`src/rtl/btn_pkg.sv`:
```
// Shared types for the button event block: FSM state encoding and a counter-width helper.
package btn_pkg;

  typedef enum logic [1:0] {
    IDLE    = 2'd0,
    PRESSED = 2'd1,
    LONG    = 2'd2
  } btn_state_e;

  // Bits needed to hold any value in 0..max_val (at least one bit).
  function automatic int unsigned cnt_w(input int unsigned max_val);
    return (max_val < 1) ? 1 : $clog2(max_val + 1);
  endfunction

  localparam int unsigned LONG_MS_DEF = 1000;
  localparam int unsigned HOLD_W_DEF  = cnt_w(LONG_MS_DEF);

endpackage

```
`src/rtl/edge_det.sv`:
```
// Registered level with combinational rise/fall strobes against that level.
// Reusable for any debounced input vector.
module edge_det #(
  parameter int unsigned W = 1
) (
  input  logic         clk,
  input  logic         rst_n,
  input  logic [W-1:0] d_i,
  output logic [W-1:0] lvl_o,
  output logic [W-1:0] rise_o,
  output logic [W-1:0] fall_o
);

  logic [W-1:0] lvl_q;

  always_ff @(posedge clk or negedge rst_n) begin
    if (!rst_n) lvl_q <= '0;
    else        lvl_q <= d_i;
  end

  assign lvl_o  = lvl_q;
  assign rise_o = d_i & ~lvl_q;
  assign fall_o = ~d_i & lvl_q;

endmodule

```
`src/rtl/btn_event.sv`:
```
// Debounced button level -> press/release/click/long/repeat pulses and a wrapping press count.
// Auto-repeat is built only when BTN_EVENT_REPEAT_EN is defined; otherwise evt_repeat is tied low.
module btn_event
  import btn_pkg::*;
#(
  parameter int unsigned LONG_MS   = 1000,
  parameter int unsigned REPEAT_MS = 200,
  parameter int unsigned CNT_W     = 8
) (
  input  logic             clk_1ms,
  input  logic             rst_n,
  input  logic             pb_level,
  output logic             evt_press,
  output logic             evt_release,
  output logic             evt_click,
  output logic             evt_long,
  output logic             evt_repeat,
  output logic             held,
  output logic [CNT_W-1:0] press_cnt
);

  localparam int unsigned     HOLD_W    = cnt_w(LONG_MS);
  localparam logic [HOLD_W-1:0] HOLD_LAST = HOLD_W'(LONG_MS - 1);
  localparam logic [HOLD_W-1:0] HOLD_SAT  = HOLD_W'(LONG_MS);

  logic rise, fall;

  edge_det #(.W(1)) u_edge (
    .clk    (clk_1ms),
    .rst_n  (rst_n),
    .d_i    (pb_level),
    .lvl_o  (held),
    .rise_o (rise),
    .fall_o (fall)
  );

  btn_state_e        state_q, state_d;
  logic [HOLD_W-1:0] hold_q, hold_d;
  logic [CNT_W-1:0]  cnt_q, cnt_d;
  logic              press_q, press_d;
  logic              rel_q, rel_d;
  logic              click_q, click_d;
  logic              long_q, long_d;

  always_ff @(posedge clk_1ms or negedge rst_n) begin
    if (!rst_n) begin
      state_q <= IDLE;
      hold_q  <= '0;
      cnt_q   <= '0;
      press_q <= 1'b0;
      rel_q   <= 1'b0;
      click_q <= 1'b0;
      long_q  <= 1'b0;
    end else begin
      state_q <= state_d;
      hold_q  <= hold_d;
      cnt_q   <= cnt_d;
      press_q <= press_d;
      rel_q   <= rel_d;
      click_q <= click_d;
      long_q  <= long_d;
    end
  end

  // Release is checked before the threshold, so a release on the threshold edge wins.
  always_comb begin
    state_d = state_q;
    hold_d  = hold_q;
    cnt_d   = cnt_q;
    press_d = 1'b0;
    rel_d   = 1'b0;
    click_d = 1'b0;
    long_d  = 1'b0;
    if (rise) begin
      press_d = 1'b1;
      cnt_d   = cnt_q + CNT_W'(1);
      hold_d  = '0;
      state_d = PRESSED;
    end else if (fall) begin
      rel_d   = 1'b1;
      click_d = (state_q == PRESSED);
      hold_d  = '0;
      state_d = IDLE;
    end else if (pb_level && state_q == PRESSED) begin
      if (hold_q == HOLD_LAST) begin
        hold_d  = HOLD_SAT;
        long_d  = 1'b1;
        state_d = LONG;
      end else begin
        hold_d  = hold_q + HOLD_W'(1);
      end
    end
  end

  assign evt_press   = press_q;
  assign evt_release = rel_q;
  assign evt_click   = click_q;
  assign evt_long    = long_q;
  assign press_cnt   = cnt_q;

`ifdef BTN_EVENT_REPEAT_EN
  localparam int unsigned      REP_W    = cnt_w(REPEAT_MS);
  localparam logic [REP_W-1:0] REP_LAST = REP_W'(REPEAT_MS - 1);

  logic [REP_W-1:0] rep_q, rep_d;
  logic             rep_evt_q, rep_evt_d;

  always_ff @(posedge clk_1ms or negedge rst_n) begin
    if (!rst_n) begin
      rep_q     <= '0;
      rep_evt_q <= 1'b0;
    end else begin
      rep_q     <= rep_d;
      rep_evt_q <= rep_evt_d;
    end
  end

  // rep_q counts held edges since evt_long; it sits at 0 outside LONG.
  always_comb begin
    rep_d     = rep_q;
    rep_evt_d = 1'b0;
    if (fall || state_q != LONG) begin
      rep_d = '0;
    end else if (pb_level) begin
      if (rep_q == REP_LAST) begin
        rep_d     = '0;
        rep_evt_d = 1'b1;
      end else begin
        rep_d = rep_q + REP_W'(1);
      end
    end
  end

  assign evt_repeat = rep_evt_q;
`else
  assign evt_repeat = 1'b0;
`endif

endmodule

```
`config.mk`:
```
export PLATFORM = sky130hd
export DESIGN_NAME = btn_event
export DESIGN_NICKNAME = d
export VERILOG_FILES = /design/src/rtl/btn_pkg.sv /design/src/rtl/edge_det.sv /design/src/rtl/btn_event.sv
export SDC_FILE = /design/constraint.sdc
export NUM_CORES = 1
export LEC_CHECK = 0
export BUFFER_PORTS_ARGS = -buffer_cell sky130_fd_sc_hd__buf_2
export CORE_MARGIN = 5
export CORE_UTILIZATION = 55
export CTS_CLUSTER_DIAMETER = 30
export DETAILED_ROUTE_END_ITERATION = 8
export PLACE_DENSITY = 0.81
export SYNTH_ARGS = -nofsm -noshare
export SYNTH_HDL_FRONTEND = slang
export SYNTH_SLANG_ARGS = --single-unit
```
`constraint.sdc`:
```
create_clock -name clk_1ms -period 3.1 [get_ports clk_1ms]
set_input_delay 0.93 -clock clk_1ms [delete_from_list [all_inputs] [get_ports clk_1ms]]
set_output_delay 0.93 -clock clk_1ms [all_outputs]
set_load 0.005 [all_outputs]
```
Word level (Yosys, flattened, before mapping)
Index checks and enable logic that the tools add are counted.
{ "op_classes": {"n_reduce_logical": 4, "shift": 0, "eq_ne": 2, "muxes": 17, "mul": 0, "div": 0, "add_sub_neg": 2, "n_bitwise": 4, "magnitude_cmp": 0} }
{ "op_table": {"columns": ["operator", "n"], "rows": [
  ["10-bit two-way mux", 4],
  ["10-bit by 1-bit adder with 10-bit output, second input constant", 1],
  ["10-bit equality test, second input constant", 1],
  ["1-bit two-way mux", 9],
  ["8-bit by 1-bit adder with 8-bit output, second input constant", 1],
  ["2-bit two-way mux", 4],
  ["3-bit nonzero test", 2],
  ["1-bit bitwise AND", 2],
  ["2-bit by 1-bit equality test with 1-bit output, second input constant", 1],
  ["1-bit inverter", 2],
  ["2-bit AND reduction", 1],
  ["1-bit logical AND", 1]
]} }
{ "totals": {"mem_bits_rw": 0, "romBits": 0, "word_cells": 37, "in_bits": 3, "reg_bits": 25, "latchBits": 0, "memories": 0} }

Logic depth before layout (Yosys ltp)
Gate-level depths: netlist of run 1.
{ "logic_depth": {"word_depth": 5, "ltp_mapped": 8, "mapped_depth_nobuf": 6} }

Modules after synthesis
A second synthesis of run 1 with hierarchy kept.
{ "unflattened": {"cells_unflattened": 106, "hier_area_um2": 1179.9} }
{ "by_module_without_submodules": {"columns": ["module", "instances", "seq_area_each_um2", "area_per_inst_um2", "cells_per_inst"], "rows": [
  ["btn_event", 1, 600.6, 1139.8, 103],
  ["edge_det", 1, 25.0, 40.0, 3]
]} }

Worst setup path after synthesis of run 1
Ideal clock, no wire load.
{ "synth_timing": {"path_type": "input port to flip-flop", "startpoint": "input port pb_level", "endpoint": "register hold_q[4]", "t_required_ps": 3031, "setup_ps": 69, "path_slack_ps": 868, "stages": 6, "t_arrival_ps": 2163, "n_path_buf": 2, "path_cell_list": "ha_1 buf_6 or2_1 buf_6 or4_1 nand3_1"} }
{ "synth_via": {"elab_chain_len": 4} }
{ "synth_lines": {"columns": ["element", "line_no", "text"], "rows": [
  ["start, declared", "btn_event.sv:12", "input logic pb_level,"],
  ["1-bit inverter", "edge_det.sv:23", "assign fall_o = ~d_i & lvl_q;"],
  ["1-bit bitwise AND", "edge_det.sv:23", null],
  ["10-bit two-way mux", "btn_event.sv:79", "end else if (fall) begin"],
  ["10-bit two-way mux", "btn_event.sv:74", "if (rise) begin"],
  ["end signal, assigned", "btn_event.sv:56", "hold_q <= hold_d;"],
  ["end, declared", "btn_event.sv:38", "logic [HOLD_W-1:0] hold_q, hold_d;"]
]} }
Parallel ways exist; a longest one is shown, timed or not.
A chain may end at the register's enable or synchronous reset.

Final worst setup path of run 1
Same ends and word-level chain as after synthesis.

==> results of run 1 <==
==> cell families after synthesis <==
group                    after synthesis  share of synthesized area [%]
AO/OA/AOI/OAI                         21                          10.15
XOR/XNOR                               7                          5.126
adder cells (fa/ha/maj)                4                          4.184
buffers and inverters                  9                          4.497
flip-flops                            25                          52.30
multiplexers                           3                          2.615
other                                  1                         0.3135
AND/OR/NAND/NOR                       46                          20.82
==> power groups by stage <==
stage / Clock [mW] / Sequential (mW) / Combinational [mW]
final: 0.144 / 0.450 / 0.171
after global routing: 0.160 / 0.461 / 0.193
after CTS: 0.146 / 0.450 / 0.174
after detailed placement: 0 / 0.456 / 0.174
after global placement: 0 / 0.450 / 0.163
after floorplan: 0 / 0.448 / 0.104
==> layout by cell type, fill, tap and decap left out, types with 2 or more instances in the layout <==
cell type	instances
nand3_1	10
a21oi_1	5
xor2_1	3
clkbuf_4	3
ha_1	4
nand4_1	7
nor2_1	6
nor4_1	2
xnor2_1	4
and3_1	4
inv_1	3
o21ai_0	8
nand2_1	8
dfrtp_1	25
buf_2	15
mux2i_1	2
and2_1	2
==> registers in the layout (all words and copies together), names as in the netlist <==
name          cells
evt_press         1
state_q           2
evt_long          1
evt_click         1
hold_q           10
evt_release       1
press_cnt         8
u_edge.lvl_o      1
==> metrics by stage <==
| stage | worst slack, ps | utilization [%] | hold slack [ps] | instances | power (mW) |
|---|---|---|---|---|---|
| global placement | 718.1 | 62.81 | 455.8 | 153 | 0.6134 |
| detailed placement | 661.5 | 62.81 | 472.8 | 153 | 0.6301 |
| CTS | 1009 | 64.17 | 492.5 | 157 | 0.7698 |
| floorplan | 867.6 | - | 438.4 | 116 | 0.5513 |
| global route | 942.4 | 64.17 | 507.4 | 157 | 0.8143 |
| finish | 1011 | 64.17 | 488.7 | 157 | 0.7649 |
==> worst max-delay path, cell delays in order <==
cell and delay [ps]:
buf_2 130, ha_1 320, or2_1 350, or4_1 520, nand3_1 90
==> path summary, 6_finish.rpt <==
| kind | start | end | slack (ps) | cells past startpoint |
|---|---|---|---|---|
| max reg2reg | u_edge.lvl_o$_DFF_PN0_ | hold_q[4]$_DFFE_PN0P_ | 1320 | 5 |
| max | pb_level | hold_q[4]$_DFFE_PN0P_ | 1010 | 5 |
| min reg2reg | press_cnt[7]$_DFFE_PN0N_ | press_cnt[7]$_DFFE_PN0N_ | 490 | 1 |
| max in group asynchronous | rst_n | press_cnt[3]$_DFFE_PN0N_ | 2170 | 1 |
| min in group asynchronous | rst_n | hold_q[9]$_DFFE_PN0P_ | 570 | 1 |
| min | press_cnt[7]$_DFFE_PN0N_ | press_cnt[7]$_DFFE_PN0N_ | 490 | 1 |
==> area by class of cell <==
cell class | instances | area, µm² | area share (%)
Clock inverter | 1 | 5.005 | 0.3857
Inverter | 3 | 11.26 | 0.8679
Clock buffer | 3 | 22.52 | 1.736
Tap cell | 27 | 33.78 | 2.604
Sequential cell | 25 | 625.6 | 48.22
Timing Repair Buffer | 16 | 82.58 | 6.365
Multi-Input combinational cell | 82 | 516.7 | 39.83
==> per-layer routing <==
metal	up-vias	global-route usage [%]	wire length (µm)
met4	0	5.424	29
met1	443	20.46	998
met2	43	23.93	1104
met3	7	3.440	165
met5	-	0	0
li1	445	-	-
==> flow_summary_export.csv, run 1 <==
group,metric,value,unit
outcome,status,"completed",
setup_path,cp.required,3360,ps
yosys,yosysTopAreaCell,"dfrtp_1",
job,maxCapViolCount,0,
detailed_routing,drc,0,
setup_path,crit_path_start_kind,"input pin",
min_path,hp-class,"register to register",
clock_tree,htree_levels,1,
detailed_routing,dr.pass1.iters,4,
setup_path,end_kind,"register",
power,swShare,32.65,%
yosys,synth_edf_count,0,
detailed_routing,wl_per_cell,14.64,µm
power,max-vdd-ir-drop,330.2,µV
cells_and_area,fillers,164,
clock_tree,cts.sinks,25,
detailed_routing,via_per_inst,5.975,
clock_tree,cts.path.max_buffers,2,
clock_tree,post_cts_resized,0,
sta,finalCriticalPeriod,2089,ps
sta,fmax,0.4786,GHz
cells_and_area,fin_area,0.001297,mm²
clock_tree,clkTransAtPathRegs,130,ps
clock_tree,clockRootBuffer,"clkbuf_4",
global_route,grt_max_degree,26,
yosys,synth_ff_type,"dfrtp_1",
yosys,synth_cell_types,37,
yosys,ys_ff_latch,25,
yosys,ys_seq_area_share,52.30,%
power,clockPowerShare,18.9,%
yosys,netlist_top_cells_area,"dfrtp_1, ha_1, nand3_1",
sta,finalClockSkew,1.919,ps
sta,hold_violations,0,
die,ioPinCount,17,
detailed_routing,vias,938,
placement,gp_congestion,0.8483,
clock_tree,cts_hold_buf,0,
die,rows,16,
power,internal_power,0.5152,mW
sta,setup_violations,0,
global_route,grtUsageTotal,15.24,%
yosys,yosysMostFrequentCell,"dfrtp_1",
yosys,yosys_warnings,0,
cells_and_area,layout-drive-gt1-share,16.15,%
global_route,grt_pass1_vias,849,
die,initial_core_util,59.16,%
setup_path,arrival,2350,ps
clock_tree,cts_setup_buffers,0,
yosys,synthArstFlopShare,100.0,%
cells_and_area,fin_nets,138,
power,pwr-share-comb,22.3,%
die,die_h,56.64,µm
setup_path,crit_type,"input pin to register",
clock_tree,clock_latency,320,ps
yosys,netlist_area,0.001196,mm²
yosys,synthCells,116,
detailed_routing,drt-total-wl,2.298,mm
die,core_region_area,0.002022,mm²
detailed_routing,drt_iter0_drc,43,
power,p_leak,0.6307,nW
placement,post-dp-hpwl,1.711,mm
sta,max_slew_margin,64.22,%
sta,fin_crit_sh,67.40,%
cells_and_area,antennaDiodeCount,0,
global_route,antenna_found_initial,0,
clock_tree,cts_buffers,3,
sta,tightest_slew,536.8,ps
yosys,syn-num-nets,123,
clock_tree,cts_tree,"done",
sta,rsz0062_at_grt,"false",
detailed_routing,drtAntennaViolNets,0,
power,p_per_area,589.5,mW/mm²
cells_and_area,areaGrowthSynthToFinish,8.472,%
power,p_sw,0.2497,mW
yosys,yosys-top-cells-count,"dfrtp_1, nand3_1, nand2_1, o21ai_0, nand4_1",
yosys,synth_top_area_share,52.30,%
placement,placed_area,0.001270,mm²
sta,drv_slew,0,
global_route,grt_overflow,0,
power,power_frac_seq,58.8,%
die,die_x,56.64,µm
placement,io_buffers,15,
setup_path,worstPathMaxFanout,11,
yosys,synth_area_per_cell,10.31,µm²
die,dieArea,0.003208,mm²
global_route,grt_pass1_wl,3.926,mm
sta,tns,0,ps
(Power assumes the default switching activity.)
==> run 2, diff against run 1 <==
- CORE_UTILIZATION: 55 -> 49
- PLACE_DENSITY: 0.81 -> 0.77
- clock period: 3.1 -> 1.8 ns (I/O delays scaled with it)
==> run 2 against run 1 <==
  * Hold slack lost 310 ps
  * Routed wire length up 1.3%
  * Register-to-register slack lost 1100 ps
  * Critical path depth is the same
  * Critical endpoint is now evt_long$_DFF_PN0_
  * Core utilization shrank 7.3 points
==> flow_summary_export.csv, run 2 (synthesized netlist as in run 1, its figures left out) <==
group,metric,value,unit
clock_tree,clkTransAtPathRegs,130,ps
sta,finalCriticalPeriod,1545,ps
global_route,grt_overflow,0,
clock_tree,cts.path.max_buffers,2,
detailed_routing,drt_iter0_drc,44,
clock_tree,cts_setup_buffers,0,
cells_and_area,fin_nets,147,
detailed_routing,wl_per_cell,13.77,µm
clock_tree,cts_hold_buf,0,
cells_and_area,fillers,201,
sta,finalClockSkew,11.16,ps
global_route,antenna_found_initial,0,
setup_path,worst_path_largest_cell_delay,410,ps
placement,io_buffers,15,
global_route,grt_max_degree,26,
setup_path,worstPathMaxFanout,5,
sta,setup_violations,0,
sta,tns,0,ps
setup_path,cp.buffers_inverters,0,
power,p_leak,0.6705,nW
outcome,status,"completed",
die,initial_core_util,49.64,%
detailed_routing,drt-total-wl,2.327,mm
cells_and_area,layout-drive-gt1-share,21.58,%
cells_and_area,largest_reg_flops,10,
cells_and_area,final_common_cell,"dfrtp_1",
cells_and_area,fin_area,0.001370,mm²
global_route,grtUsageTotal,14.94,%
detailed_routing,dr.pass1.iters,4,
clock_tree,cts.sinks,25,
detailed_routing,via_per_inst,5.586,
clock_tree,cts_buffers,3,
setup_path,crit_path_start_kind,"register",
min_path,hp-class,"input pin to asynchronous set/reset pin",
cells_and_area,antennaDiodeCount,0,
sta,fmax,0.6471,GHz
setup_path,path_delay_family,"simple AND/OR/NAND/NOR gates",
sta,tightest_slew,531.1,ps
die,die_x,59.41,µm
power,max-vdd-ir-drop,685.3,µV
die,die_h,59.41,µm
cells_and_area,regArea,625.6,µm²
die,rows,18,
detailed_routing,drc,0,
setup_path,cp.required,2000,ps
sta,fin_crit_sh,85.85,%
clock_tree,clockRootBuffer,"clkbuf_4",
setup_path,crit_type,"register to register",
sta,drv_slew,0,
cells_and_area,areaGrowthSynthToFinish,14.54,%
sta,max_slew_margin,64.59,%
job,maxCapViolCount,0,
cells_and_area,regMostFlops,"hold_q",
die,dieArea,0.003529,mm²
setup_path,worstPathCellList,"ha_1 > and2_1 > and3b_1 > nand4b_1 > nor4_1",
clock_tree,post_cts_resized,0,
global_route,grt_pass1_wl,4.050,mm
cells_and_area,layout_common_cells,"dfrtp_1, buf_2, nand3_1, buf_4",
die,core_region_area,0.002410,mm²
clock_tree,cts_tree,"done",
cells_and_area,multi_input_area,519.2,µm²
placement,placed_area,0.001344,mm²
die,ioPinCount,17,
setup_path,cp_slowest_cell,"dfrtp_1",
sta,hold_violations,0,
placement,gp_congestion,0.8038,
detailed_routing,vias,944,
global_route,grt_pass1_vias,950,
detailed_routing,drtAntennaViolNets,0,
sta,rsz0062_at_grt,"false",
setup_path,end_kind,"register",
clock_tree,htree_levels,1,
placement,post-dp-hpwl,1.743,mm
clock_tree,clock_latency,310,ps
setup_path,arrival,1750,ps
power,p_per_area,978.6,mW/mm²
-- run 2: metrics by stage --
step	setup WS, ps	total power [mW]	std cells	hold slack, ps	utilization, %
finish	254.7	1.341	169	179.5	56.85
global route	136.1	1.425	169	237.7	56.85
CTS	268.1	1.350	169	211.8	56.85
detailed placement	-63.01	1.113	165	460.7	55.76
global placement	13.58	1.082	165	459.0	55.76
floorplan	5.738	0.9501	116	244.4	-
-- run 2: routing by layer --
layer  vias to the layer above  track usage, %  part of all wire [%]
met5                         -               0                     0
met4                         0           6.149                   1.1
met1                       454           19.53                    46
met3                         4           2.832                   5.8
li1                        462               -                     -
met2                        24           24.18                    47
-- run 2: worst paths after layout --
check	startpoint	to	slack, ps	cells past startpoint
max in group asynchronous	rst_n	state_q[1]$_DFFE_PN0P_	1250	1
worst max register to register	hold_q[0]$_DFFE_PN0P_	evt_long$_DFF_PN0_	250	5
worst min register to register	press_cnt[7]$_DFFE_PN0N_	press_cnt[7]$_DFFE_PN0N_	480	1
worst max-delay path	hold_q[0]$_DFFE_PN0P_	evt_long$_DFF_PN0_	250	5
min in group clk_1ms	pb_level	u_edge.lvl_o$_DFF_PN0_	390	1
worst min-delay path	rst_n	press_cnt[5]$_DFFE_PN0N_	180	1
-- run 2: area by class of cell --
| type | instances | share of cell area, % |
|---|---|---|
| tap | 30 | 2.740 |
| clock buffer | 4 | 1.918 |
| sequential | 25 | 45.66 |
| timing repair buffer | 25 | 10.96 |
| multi-input combinational | 82 | 37.90 |
| inverter | 3 | 0.8219 |
-- run 2: power by group --
group / internal (mW) / switching, mW / leakage, nW / total (mW)
Sequential: 0.657 / 0.117 / 0.331 / 0.774
Clock: 0.0866 / 0.155 / 0.0150 / 0.242
Combinational: 0.168 / 0.156 / 0.325 / 0.325
Total: 0.912 / 0.428 / 0.670 / 1.34
